[config.mk]
export PLATFORM = sky130hd
export DESIGN_NAME = spi_dac_scheduler_flat
export DESIGN_NICKNAME = d
export VERILOG_FILES = /design/src/rtl/spi_dac_scheduler_pkg.sv /design/src/rtl/spi_dac_scheduler_if.sv /design/src/rtl/spi_dac_scheduler_rr_arb2.sv /design/src/rtl/spi_dac_scheduler.sv /design/src/flat_wrapper.sv
export SDC_FILE = /design/constraint.sdc
export NUM_CORES = 1
export LEC_CHECK = 0
export CAP_MARGIN = 20
export CORE_ASPECT_RATIO = 0.5
export CORE_MARGIN = 1.5
export CORE_UTILIZATION = 32
export CTS_BUF_LIST = sky130_fd_sc_hd__clkbuf_8
export DETAILED_ROUTE_END_ITERATION = 12
export SETUP_SLACK_MARGIN = 0.2
export SLEW_MARGIN = 20
export SYNTH_ARGS = -nofsm -noshare
export SYNTH_HDL_FRONTEND = slang
export SYNTH_SLANG_ARGS = --single-unit
[constraint.sdc]
create_clock -name sys_clk -period 4.01 [get_ports sys_clk]
set_clock_uncertainty 0.2 [all_clocks]
set_input_delay 0.802 -clock sys_clk [delete_from_list [all_inputs] [get_ports sys_clk]]
set_output_delay 0.802 -clock sys_clk [all_outputs]
set_load 0.005 [all_outputs]
[src/rtl/spi_dac_scheduler_pkg.sv]
// -----------------------------------------------------------------------------
// spi_dac_scheduler_pkg
// Shared types for the SPI DAC scheduler: FSM state encoding, channel-select
// constants and the DAC power-state encodings.
// -----------------------------------------------------------------------------
package spi_dac_scheduler_pkg;

   typedef enum logic [1:0] {
      ST_IDLE  = 2'd0,
      ST_LOAD  = 2'd1,
      ST_SHIFT = 2'd2,
      ST_DONE  = 2'd3
   } state_t;

   // Channel identifier; also the value placed in the word's channel bit.
   typedef enum logic {
      CH_A = 1'b0,
      CH_B = 1'b1
   } ch_t;

   // DAC power-down modes as carried to spi_main.
   typedef enum logic [1:0] {
      PWR_ON       = 2'b00,
      PWR_OFF_1K   = 2'b01,
      PWR_OFF_100K = 2'b10,
      PWR_OFF_HIZ  = 2'b11
   } pwr_t;

   // Width of the csb-edge wait counter.
   localparam int CNT_WIDTH = 16;

endpackage

[src/rtl/spi_dac_scheduler_if.sv]
// -----------------------------------------------------------------------------
// spi_dac_scheduler_if
// Link between the scheduler and spi_main.
//   load        : start strobe to spi_main
//   parallel_in : word to shift out
//   power_state : DAC power mode
//   csb         : spi_main chip select, low while a frame is in progress
// master = scheduler side, slave = spi_main side.
// -----------------------------------------------------------------------------
interface spi_dac_scheduler_if
   import spi_dac_scheduler_pkg::*;
#(
   parameter int WORD_WIDTH = 16
);
   logic                  load;
   logic [WORD_WIDTH-1:0] parallel_in;
   pwr_t                  power_state;
   logic                  csb;

   modport master (output load, output parallel_in, output power_state, input csb);
   modport slave  (input load, input parallel_in, input power_state, output csb);
endinterface

[src/rtl/spi_dac_scheduler_rr_arb2.sv]
// -----------------------------------------------------------------------------
// rr_arb2
// Two-way round-robin arbiter. On a tie the channel not granted last wins.
//   req_a, req_b : requests
//   last_grant   : channel granted most recently
//   grant_valid  : at least one request is present
//   grant_sel    : winning channel (meaningful only with grant_valid)
// -----------------------------------------------------------------------------
module rr_arb2
   import spi_dac_scheduler_pkg::*;
(
   input  logic req_a,
   input  logic req_b,
   input  ch_t  last_grant,
   output logic grant_valid,
   output ch_t  grant_sel
);

   assign grant_valid = req_a | req_b;

   assign grant_sel = (req_a && req_b) ? ((last_grant == CH_A) ? CH_B : CH_A) :
                      (req_a           ? CH_A : CH_B);

endmodule

[src/rtl/spi_dac_scheduler.sv]
// -----------------------------------------------------------------------------
// spi_dac_scheduler
// Arbitrates two DAC sample requesters onto one spi_main, building one SPI word
// per grant and sequencing a single frame with a csb-edge timeout.
//   sys_clk, rst_n   : clock, asynchronous active-low reset
//   req_x, data_x    : channel request and sample (x = a, b)
//   ack_x            : one-cycle completion pulse for channel x
//   pwr_cfg          : requested power mode, taken only while idle
//   spi              : link to spi_main (load, parallel_in, power_state, csb)
//   timeout_err      : one-cycle pulse when a csb wait times out
//   busy             : high whenever a transfer is in flight
// -----------------------------------------------------------------------------
module spi_dac_scheduler
   import spi_dac_scheduler_pkg::*;
#(
   parameter int WORD_WIDTH = 16,
   parameter int DATA_WIDTH = 12,
   parameter int TIMEOUT    = 255
)(
   input  logic                    sys_clk,
   input  logic                    rst_n,
   input  logic                    req_a,
   input  logic [DATA_WIDTH-1:0]   data_a,
   output logic                    ack_a,
   input  logic                    req_b,
   input  logic [DATA_WIDTH-1:0]   data_b,
   output logic                    ack_b,
   input  logic [1:0]              pwr_cfg,
   spi_dac_scheduler_if.master     spi,
   output logic                    timeout_err,
   output logic                    busy
);

   // Counter value of the last cycle allowed in LOAD or SHIFT.
   localparam logic [CNT_WIDTH-1:0] CNT_LAST = CNT_WIDTH'(TIMEOUT - 1);

   state_t                 state_q, state_d;
   ch_t                    last_grant_q, cur_ch_q;
   logic [WORD_WIDTH-1:0]  word_q, word_next;
   pwr_t                   pwr_q;
   logic [CNT_WIDTH-1:0]   cnt_q;
   logic                   to_q, timeout_hit;
   logic                   grant_valid;
   ch_t                    grant_sel;

   rr_arb2 u_arb (
      .req_a       (req_a),
      .req_b       (req_b),
      .last_grant  (last_grant_q),
      .grant_valid (grant_valid),
      .grant_sel   (grant_sel)
   );

   // Word layout: zero padding, channel bit, sample.
   always_comb begin
      word_next                 = '0;
      word_next[DATA_WIDTH]     = grant_sel;
      word_next[DATA_WIDTH-1:0] = (grant_sel == CH_A) ? data_a : data_b;
   end

   // NOTE: every signal written here gets a default first, so no path through
   // the case can leave one unassigned and infer a latch.
   always_comb begin
      state_d     = state_q;
      timeout_hit = 1'b0;
      unique case (state_q)
         ST_IDLE:  if (grant_valid) state_d = ST_LOAD;
         ST_LOAD: begin
            if (!spi.csb) begin
               state_d = ST_SHIFT;
            end else if (cnt_q == CNT_LAST) begin
               state_d     = ST_DONE;
               timeout_hit = 1'b1;
            end
         end
         ST_SHIFT: begin
            if (spi.csb) begin
               state_d = ST_DONE;
            end else if (cnt_q == CNT_LAST) begin
               state_d     = ST_DONE;
               timeout_hit = 1'b1;
            end
         end
         ST_DONE:  state_d = ST_IDLE;
         default:  state_d = ST_IDLE;
      endcase
   end

   // NOTE: non-blocking assignments so every register here samples the
   // pre-edge value of every other, independent of statement order.
   always_ff @(posedge sys_clk or negedge rst_n) begin
      if (!rst_n) begin
         state_q      <= ST_IDLE;
         last_grant_q <= CH_B;
         cur_ch_q     <= CH_A;
         word_q       <= '0;
         pwr_q        <= PWR_ON;
         cnt_q        <= '0;
         to_q         <= 1'b0;
      end else begin
         state_q <= state_d;
         to_q    <= timeout_hit;

         // Any state change restarts the wait; it only advances while
         // waiting on a csb edge.
         if (state_q != state_d) begin
            cnt_q <= '0;
         end else if (state_q == ST_LOAD || state_q == ST_SHIFT) begin
            cnt_q <= cnt_q + 1'b1;
         end

         // The word is captured at grant and then frozen until the next grant;
         // power mode only moves in an idle cycle that grants nothing.
         if (state_q == ST_IDLE) begin
            if (grant_valid) begin
               word_q       <= word_next;
               cur_ch_q     <= grant_sel;
               last_grant_q <= grant_sel;
            end else begin
               pwr_q <= pwr_t'(pwr_cfg);
            end
         end
      end
   end

   assign spi.load        = (state_q == ST_LOAD);
   assign spi.parallel_in = word_q;
   assign spi.power_state = pwr_q;
   assign ack_a           = (state_q == ST_DONE) && (cur_ch_q == CH_A);
   assign ack_b           = (state_q == ST_DONE) && (cur_ch_q == CH_B);
   assign timeout_err     = to_q;
   assign busy            = (state_q != ST_IDLE);

endmodule

[src/flat_wrapper.sv]
// flat-port wrapper written by rule: the top's interface ports become plain ports
module spi_dac_scheduler_flat import spi_dac_scheduler_pkg::*;
#(
   parameter int WORD_WIDTH = 16,
   parameter int DATA_WIDTH = 12,
   parameter int TIMEOUT    = 255
)
  (sys_clk, rst_n, req_a, data_a, ack_a, req_b, data_b, ack_b, pwr_cfg, timeout_err, busy, spi_load, spi_parallel_in, spi_power_state, spi_csb);
  spi_dac_scheduler_if #(.WORD_WIDTH(WORD_WIDTH)) spi_i ();
  input  logic sys_clk;
  input  logic rst_n;
  input  logic req_a;
  input  logic [DATA_WIDTH-1:0] data_a;
  output logic ack_a;
  input  logic req_b;
  input  logic [DATA_WIDTH-1:0] data_b;
  output logic ack_b;
  input  logic [1:0] pwr_cfg;
  output logic timeout_err;
  output logic busy;
  output wire logic [$bits(spi_i.load)-1:0] spi_load;
  output wire logic [$bits(spi_i.parallel_in)-1:0] spi_parallel_in;
  output wire logic [$bits(spi_i.power_state)-1:0] spi_power_state;
  input wire logic [$bits(spi_i.csb)-1:0] spi_csb;
  assign spi_load = spi_i.load;
  assign spi_parallel_in = spi_i.parallel_in;
  assign spi_power_state = spi_i.power_state;
  assign spi_i.csb = spi_csb;
  spi_dac_scheduler #(.WORD_WIDTH(WORD_WIDTH), .DATA_WIDTH(DATA_WIDTH), .TIMEOUT(TIMEOUT)) u_core (.sys_clk(sys_clk), .rst_n(rst_n), .req_a(req_a), .data_a(data_a), .ack_a(ack_a), .req_b(req_b), .data_b(data_b), .ack_b(ack_b), .pwr_cfg(pwr_cfg), .spi(spi_i), .timeout_err(timeout_err), .busy(busy));
endmodule
==> summary.md, run 1 <==
| Metric | Value |
|---|---|
| WL per Instance | around 13 um |
| R2r worst-path depth | 6 |
| Period utilisation layout | between 60% and 70% |
| Setup CP Type | flop to output port |
| DRC viols | 0 |
| Unrepaired setup endpoints after global routing | false |
| Detailed placement HPWL | between 2000 and 3000 um |
| Status | complete, no violations |
| Synth Cell Area | roughly 0.0019 mm^2 |
| Die Wd | between 100 and 150 um |
| Final setup viols | 0 |
| Clock power share | 14.9% |
| TritonRoute pass-1 iters | 4 |
| NetSw | 0.569 mW |
| Inserted Clock Buffers | 5 |
| Nets@finish | about 280 |
| Switching share of power | 36.7% |
| Fmax | 360 MHz |
| Port Buffers | 50 |
| CP cell instances | inv_1, ha_1, clkdlybuf4s50_1 |
| CP required | around 3000 ps |
| Distinct cell type count after synthesis | 42 |
| Reg2reg end | u_core.cnt_q[1] |
| WP buf/inv | 2 |
| Most common cell after layout, fill and taps aside | clkdlybuf4s50_1 |
| Via Count | between 1500 and 2000 |
| Setup TNS | 0 ps |
| Yosys warns | 0 |
| Asr flop ratio synth | 100% |
| Worst Hold Class | flop to flop |
| Crit path launch | u_core.state_q[1] |
| First-pass GRT wire length | between 6000 and 7000 um |
| Initial core utilization | between 30% and 40% |
| Setup repair bufs after CTS | 0 |
| Via density | 4.93 |
| CTS tree | built |
| Die footprint | between 0.006 and 0.007 mm^2 |
| Adder-cell share of the synthesized area | roughly 4.6% |
| Area delta synth->final | 32.8% |
| Synth Instances | a little under 200 |
| Hold Crit Start | u_core.last_grant_q |
| Boundary Pins | 54 |
| Final wirelength | a little over 4000 um |
| Number of synthesized flops with an enable pin | 0 |
| Antenna Cells | 0 |
| Number of max-cap violations | 0 |
| Final design instance area without fill | 0.00255 mm^2 |
| Clk sink count | 35 |
| Largest net degree at the start of global routing | 36 |
| Largest family of logic cells by synthesized area | simple AND/OR/NAND/NOR gates |
| Initial DRC count | between 50 and 60 |
| Simple-gate share of the synthesized area | a little under a fifth |
| Power per cell area | 606 mW/mm^2 |
| Endpoints failing hold | 0 |
| Slew Limit Fails | 0 |
| R2R setup slack | between 1000 and 1500 ps |
| Seq pwr share | 34.5% |
| Max incr delay on CP | 550 ps |
| Worst Path Max Fanout | 9 |
| Seq/Total Area, Yosys | roughly 46% |
| Crit end category | output port |
| CORE AREA | ~0.0056 mm^2 |
| Compound-gate portion of the synthesized area | a little over an eighth |
| Arrival time at the worst endpoint | ~1800 ps |
| Final min period | ~2800 ps |
| Site row count | 19 |
| Synth Flop Type | dfrtp_1 |
| Clock latency on the worst-skew pair | 270 ps |
| Placer Congestion | a little over 0.8 |
| RR Startpoint | u_core.state_q[0] |
| Placed inst area | 0.00247 mm^2 |
| Post-synthesis mux area share | roughly 7.9% |
| Die Ht | 57.8 um |
| Root Driver | clkbuf_8 |
| Top cell family by delay on the critical path | buffers and inverters |
| CTS clk-pin slew, worst paths | 60 ps |
| Slowest CP cell | clkdlybuf4s50_1 |
| Post-synthesis register bit count | 35 |
| CTS H-Tree Depth | 2 |
| VDD IR max | between 0.2 and 0.25 mV |
| Hold Crit Endpoint | u_core.last_grant_q |
| Crit path launch type | flop |
| GR Util All Layers | around an eighth |
| Post-Synth XOR/XNOR Area | approximately 5.0% |
| Worst Hold Depth | 2 |
| Remaining global-route overflow | 0 |
| Fraction of layout cells with a size suffix above 1 | 6.50% |
| Vias in the first global route | 1451 |
| Post-route ant nets | 0 |
| CTS hold repair buffers | 0 |
| P_leak | around 1.1 nW |
| Commonest non-fill, non-tap cells in the layout | clkdlybuf4s50_1, dfrtp_1, nand2_1 |
| Initial antenna violation count | 0 |
| Int Pwr | 0.980 mW |
| Syn Area/Cell | between 9 and 10 um^2 |
| Gate power share | approximately half |
| PostCTS Resize Cnt | 0 |
| Clock Path Buffers | 2 |
==> worst max-delay path by stage <==
stage	endpoint	slack, ps	cells after the start
2_1_floorplan	u_core.cnt_q[1]	1680	8
3_5_place_dp	u_core.cnt_q[1]	1100	5
4_1_cts	spi_load	1230	3
6_report	spi_load	1230	3
3_3_place_gp	u_core.cnt_q[1]	1140	5
5_1_grt	spi_load	1150	3
==> cells by family after synthesis <==
logic type                 after synthesis
and+or+nand+nor                         67
other                                    1
adders and majority gates                7
muxes                                   15
AOI/OAI and AO/OA                       38
xor gates and xnor gates                11
buffers and inverters                   21
DFF                                     35
==> worst register-to-register path, delay by kind of cell (launching register included) <==
kind	cells	cell delay [ps]
simple gates	2	780
compound gates	2	570
flops	1	440
fa+ha+maj	1	340
buf+inv	1	190
==> per-layer routing <==
metal / vias up / track usage [%] / wire length [um]
met4: 0 / 2.53 / 23
met5: - / 0 / 0
met1: 744 / 15.8 / 1960
met2: 39 / 21.9 / 1900
li1: 787 / - / -
met3: 2 / 3.77 / 211
==> cell type report <==
type	instances	area, um^2
clock buffer	5	68.8
sequential	35	877
tap	73	91.3
fill	539	3080
clock inverter	3	11.3
multi-input combinational	141	946
timing repair buffer	54	531
inverter	8	30.0
==> metrics by stage <==
step / worst slack, ps / utilization [%] / std cells / power, mW / hold WS (ps)
2_1_floorplan: 1680 / - / 197 / 1.01 / 242
3_3_place_gp: 1140 / 43.9 / 311 / 1.32 / 256
3_5_place_dp: 1100 / 43.9 / 311 / 1.34 / 265
4_1_cts: 1230 / 45.3 / 319 / 1.57 / 274
5_1_grt: 1150 / 45.3 / 319 / 1.68 / 292
6_report: 1230 / 45.3 / 319 / 1.55 / 266
==> cell usage after synthesis (5+ instances only) <==
cell / instances / area, um^2
mux2i_1: 13 / 130
nand2_1: 19 / 71.3
o21ai_0: 14 / 70.1
a21oi_1: 8 / 40.0
nand4_1: 6 / 37.5
inv_1: 8 / 30.0
buf_4: 5 / 37.5
ha_1: 7 / 87.6
nor2_1: 9 / 33.8
nor3_1: 11 / 55.1
dfrtp_1: 34 / 851
and3_1: 5 / 31.3
xor2_1: 7 / 61.3
==> flip-flops by register name, summed over array words and instances, names as in the netlist <==
signal                  count
u_core.cnt_q               16
u_core.state_q              2
u_core.spi.power_state      2
u_core.last_grant_q         1
u_core.spi.parallel_in     13
u_core.timeout_err          1
==> power groups by stage <==
stage               Combinational (mW)  Sequential [mW]  Clock [mW]
CTS                              0.797            0.535       0.242
global placement                 0.783            0.535           0
floorplan                        0.472            0.534           0
finish                           0.784            0.535       0.231
detailed placement               0.796            0.541           0
global route                     0.870            0.548       0.263
Note: power is estimated with default switching activity, not from simulation.
==> inputs of run 2 (changes only) <==
Clock period 4.01 ns to 2.6 ns, I/O delays scaled along.
==> run 2 against run 1 <==
  * Routed wire length is 2.6% higher
  * Sequential power is 55% higher
  * Sequential cell count stayed put
  * Hold slack worse by 2.2 ps
  * Cell area is 3.6% higher
  * Largest cell class unchanged
==> summary.md, run 2 (synthesis gave the netlist of run 1 again) <==
| Metric | Value |
|---|---|
| Boundary Pins | 54 (unchanged) |
| Most common cell after layout, fill and taps aside | clkdlybuf4s50_1 |
| Nets@finish | 290 (+2.5%) |
| Top reg by flops | u_core.cnt_q |
| Worst Path Max Fanout | 6 (-3) |
| WL per Instance | 12.9 um (+0.39%) |
| Fill cells | 553 (+2.6%) |
| Die Wd | 113 um (unchanged) |
| Endpoints failing hold | 0 (unchanged) |
| Largest register FFs | 16 (unchanged) |
| Final core utilization | 47.0% (+1.6 points) |
| DRC viols | 0 (unchanged) |
| Setup CP Type | flop to output port |
| R2R setup slack | 330 ps (-1070 ps) |
| Placer Congestion | 0.853 (+3.4%) |
| CTS tree | built |
| Area occupied by multi-input gates | 962 um^2 (+1.7%) |
| CP required | 1880 ps (-1130 ps) |
| First-pass GRT wire length | 7090 um (+8.1%) |
| Initial antenna violation count | 0 (unchanged) |
| Final design instance area without fill | 0.00265 mm^2 (+3.6%) |
| End of the critical path | busy |
| Area delta synth->final | 37.5% |
| Inserted Clock Buffers | 5 (unchanged) |
| Unrepaired setup endpoints after global routing | false |
| Initial DRC count | 50 (-14%) |
| Remaining global-route overflow | 0 (unchanged) |
| VDD IR max | 0.394 mV (+63%) |
| Crit end category | output port |
| Crit path launch | u_core.state_q[0] |
| Clock latency on the worst-skew pair | 290 ps (+20 ps) |
| Clk sink count | 35 (unchanged) |
| Final wirelength | 4200 um (+2.6%) |
| Period utilisation layout | a little under 90% |
| Vias in the first global route | 1606 (+11%) |
| Arrival time at the worst endpoint | 1590 ps (-190 ps) |
| GR Util All Layers | 13.7% (+1.1 points) |
| Setup TNS | 0 ps (unchanged) |
| Placed cell count | 318 (+2.3%) |
| CORE AREA | 0.00563 mm^2 (unchanged) |
| Fraction of layout cells with a size suffix above 1 | 12.3% (+5.7 points) |
| Largest net degree at the start of global routing | 36 (unchanged) |
| Placed inst area | 0.00253 mm^2 (+2.1%) |
| Reg2reg end | u_core.cnt_q[13] |
| Final min period | about 2300 ps |
| Fmax | roughly 430 MHz |
| Via density | 4.90 (-0.47%) |
| Number of max-cap violations | 0 (unchanged) |
| Slew Limit Fails | 0 (unchanged) |
| Die Ht | 57.8 um (unchanged) |
| Post-route ant nets | 0 (unchanged) |
| CTS H-Tree Depth | 2 (unchanged) |
| RR Startpoint | u_core.state_q[0] |
| Commonest non-fill, non-tap cells in the layout | clkdlybuf4s50_1, dfrtp_1, nand2_1 |
| P_leak | 1.14 nW (+3.0%) |
| Detailed placement HPWL | 3150 um (+6.4%) |
| Via Count | 1599 (+1.7%) |
| Port Buffers | 50 (unchanged) |
| Root Driver | clkbuf_8 |
| Final std cells w/o fill | 326 (+2.2%) |
| Worst Hold Class | flop to flop |
| Antenna Cells | 0 (unchanged) |
| Die footprint | 0.00652 mm^2 (unchanged) |
| CTS clk-pin slew, worst paths | 70 ps (about the same) |
| Power per cell area | 967 mW/mm^2 (+60%) |
| Total power | 2.56 mW (+65%) |
| Status | complete, no violations |
| Final setup viols | 0 (unchanged) |
| Clock Path Buffers | 2 (unchanged) |
| TritonRoute pass-1 iters | 4 (unchanged) |
| Crit path launch type | flop |
| Sequential cell area | 880 um^2 (+0.29%) |
| Site row count | 19 (unchanged) |
| R2r worst-path depth | 6 (unchanged) |
| Setup repair bufs after CTS | 0 (unchanged) |
| Initial core utilization | 34.2% (unchanged) |
run 2: cell types whose count changed in the layout (fill, tap and decap cells not counted), sizes merged:
cell | before | now
buf | 4 | 11
clkbuf | 5 | 7
inv | 11 | 9
run 2: area by class of cell:
type	instances	share of cell area, %
Timing Repair Buffer	61	22.0
Inverter	8	1.13
Tap cell	73	3.45
Sequential cell	35	33.2
Clock buffer	7	3.64
Clock inverter	1	0.142
Multi-Input combinational cell	141	36.4
run 2: worst min-delay path by stage:
stage / from / end / cells after the start
CTS: u_core.last_grant_q / u_core.last_grant_q / 2
detailed placement: u_core.last_grant_q / u_core.last_grant_q / 2
global route: u_core.last_grant_q / u_core.last_grant_q / 2
global placement: u_core.last_grant_q / u_core.last_grant_q / 2
floorplan: rst_n / u_core.cnt_q[0] / 0
finish: u_core.last_grant_q / u_core.last_grant_q / 2
run 2: stage by stage:
| step | setup slack [ps] | hold WS [ps] |
|---|---|---|
| final | 285 | 264 |
| after global routing | 225 | 277 |
| after CTS | 181 | 265 |
| after detailed placement | 31.5 | 254 |
| after global placement | 69.2 | 250 |
| after floorplan | 272 | 24.4 |
run 2: layer usage:
layer	GRT usage, %	up-vias	wire [um]
met3	3.87	8	237
met5	0	-	0
met2	23.2	42	1960
met1	17.1	753	1950
met4	5.06	0	61
li1	-	796	-
run 2: worst max-delay path, stage by stage (launching register included):
cell and delay [ps]:
dfrtp_2 450, inv_2 90, ha_1 210, inv_1 60
clkdlybuf4s50_1 490
run 2: timing repair:
item	CTS	global route
endpoints found under the hold margin	0	0
setup endpoints to repair	3	12
resized for setup	3	5
hold buffers	0	0
run 2: where the power goes:
part / switching, mW / leakage, nW / internal [mW]
sequential: 0.116 / 0.450 / 0.712
clock: 0.193 / 0.0557 / 0.238
combinational: 0.609 / 0.633 / 0.692
total: 0.918 / 1.14 / 1.64
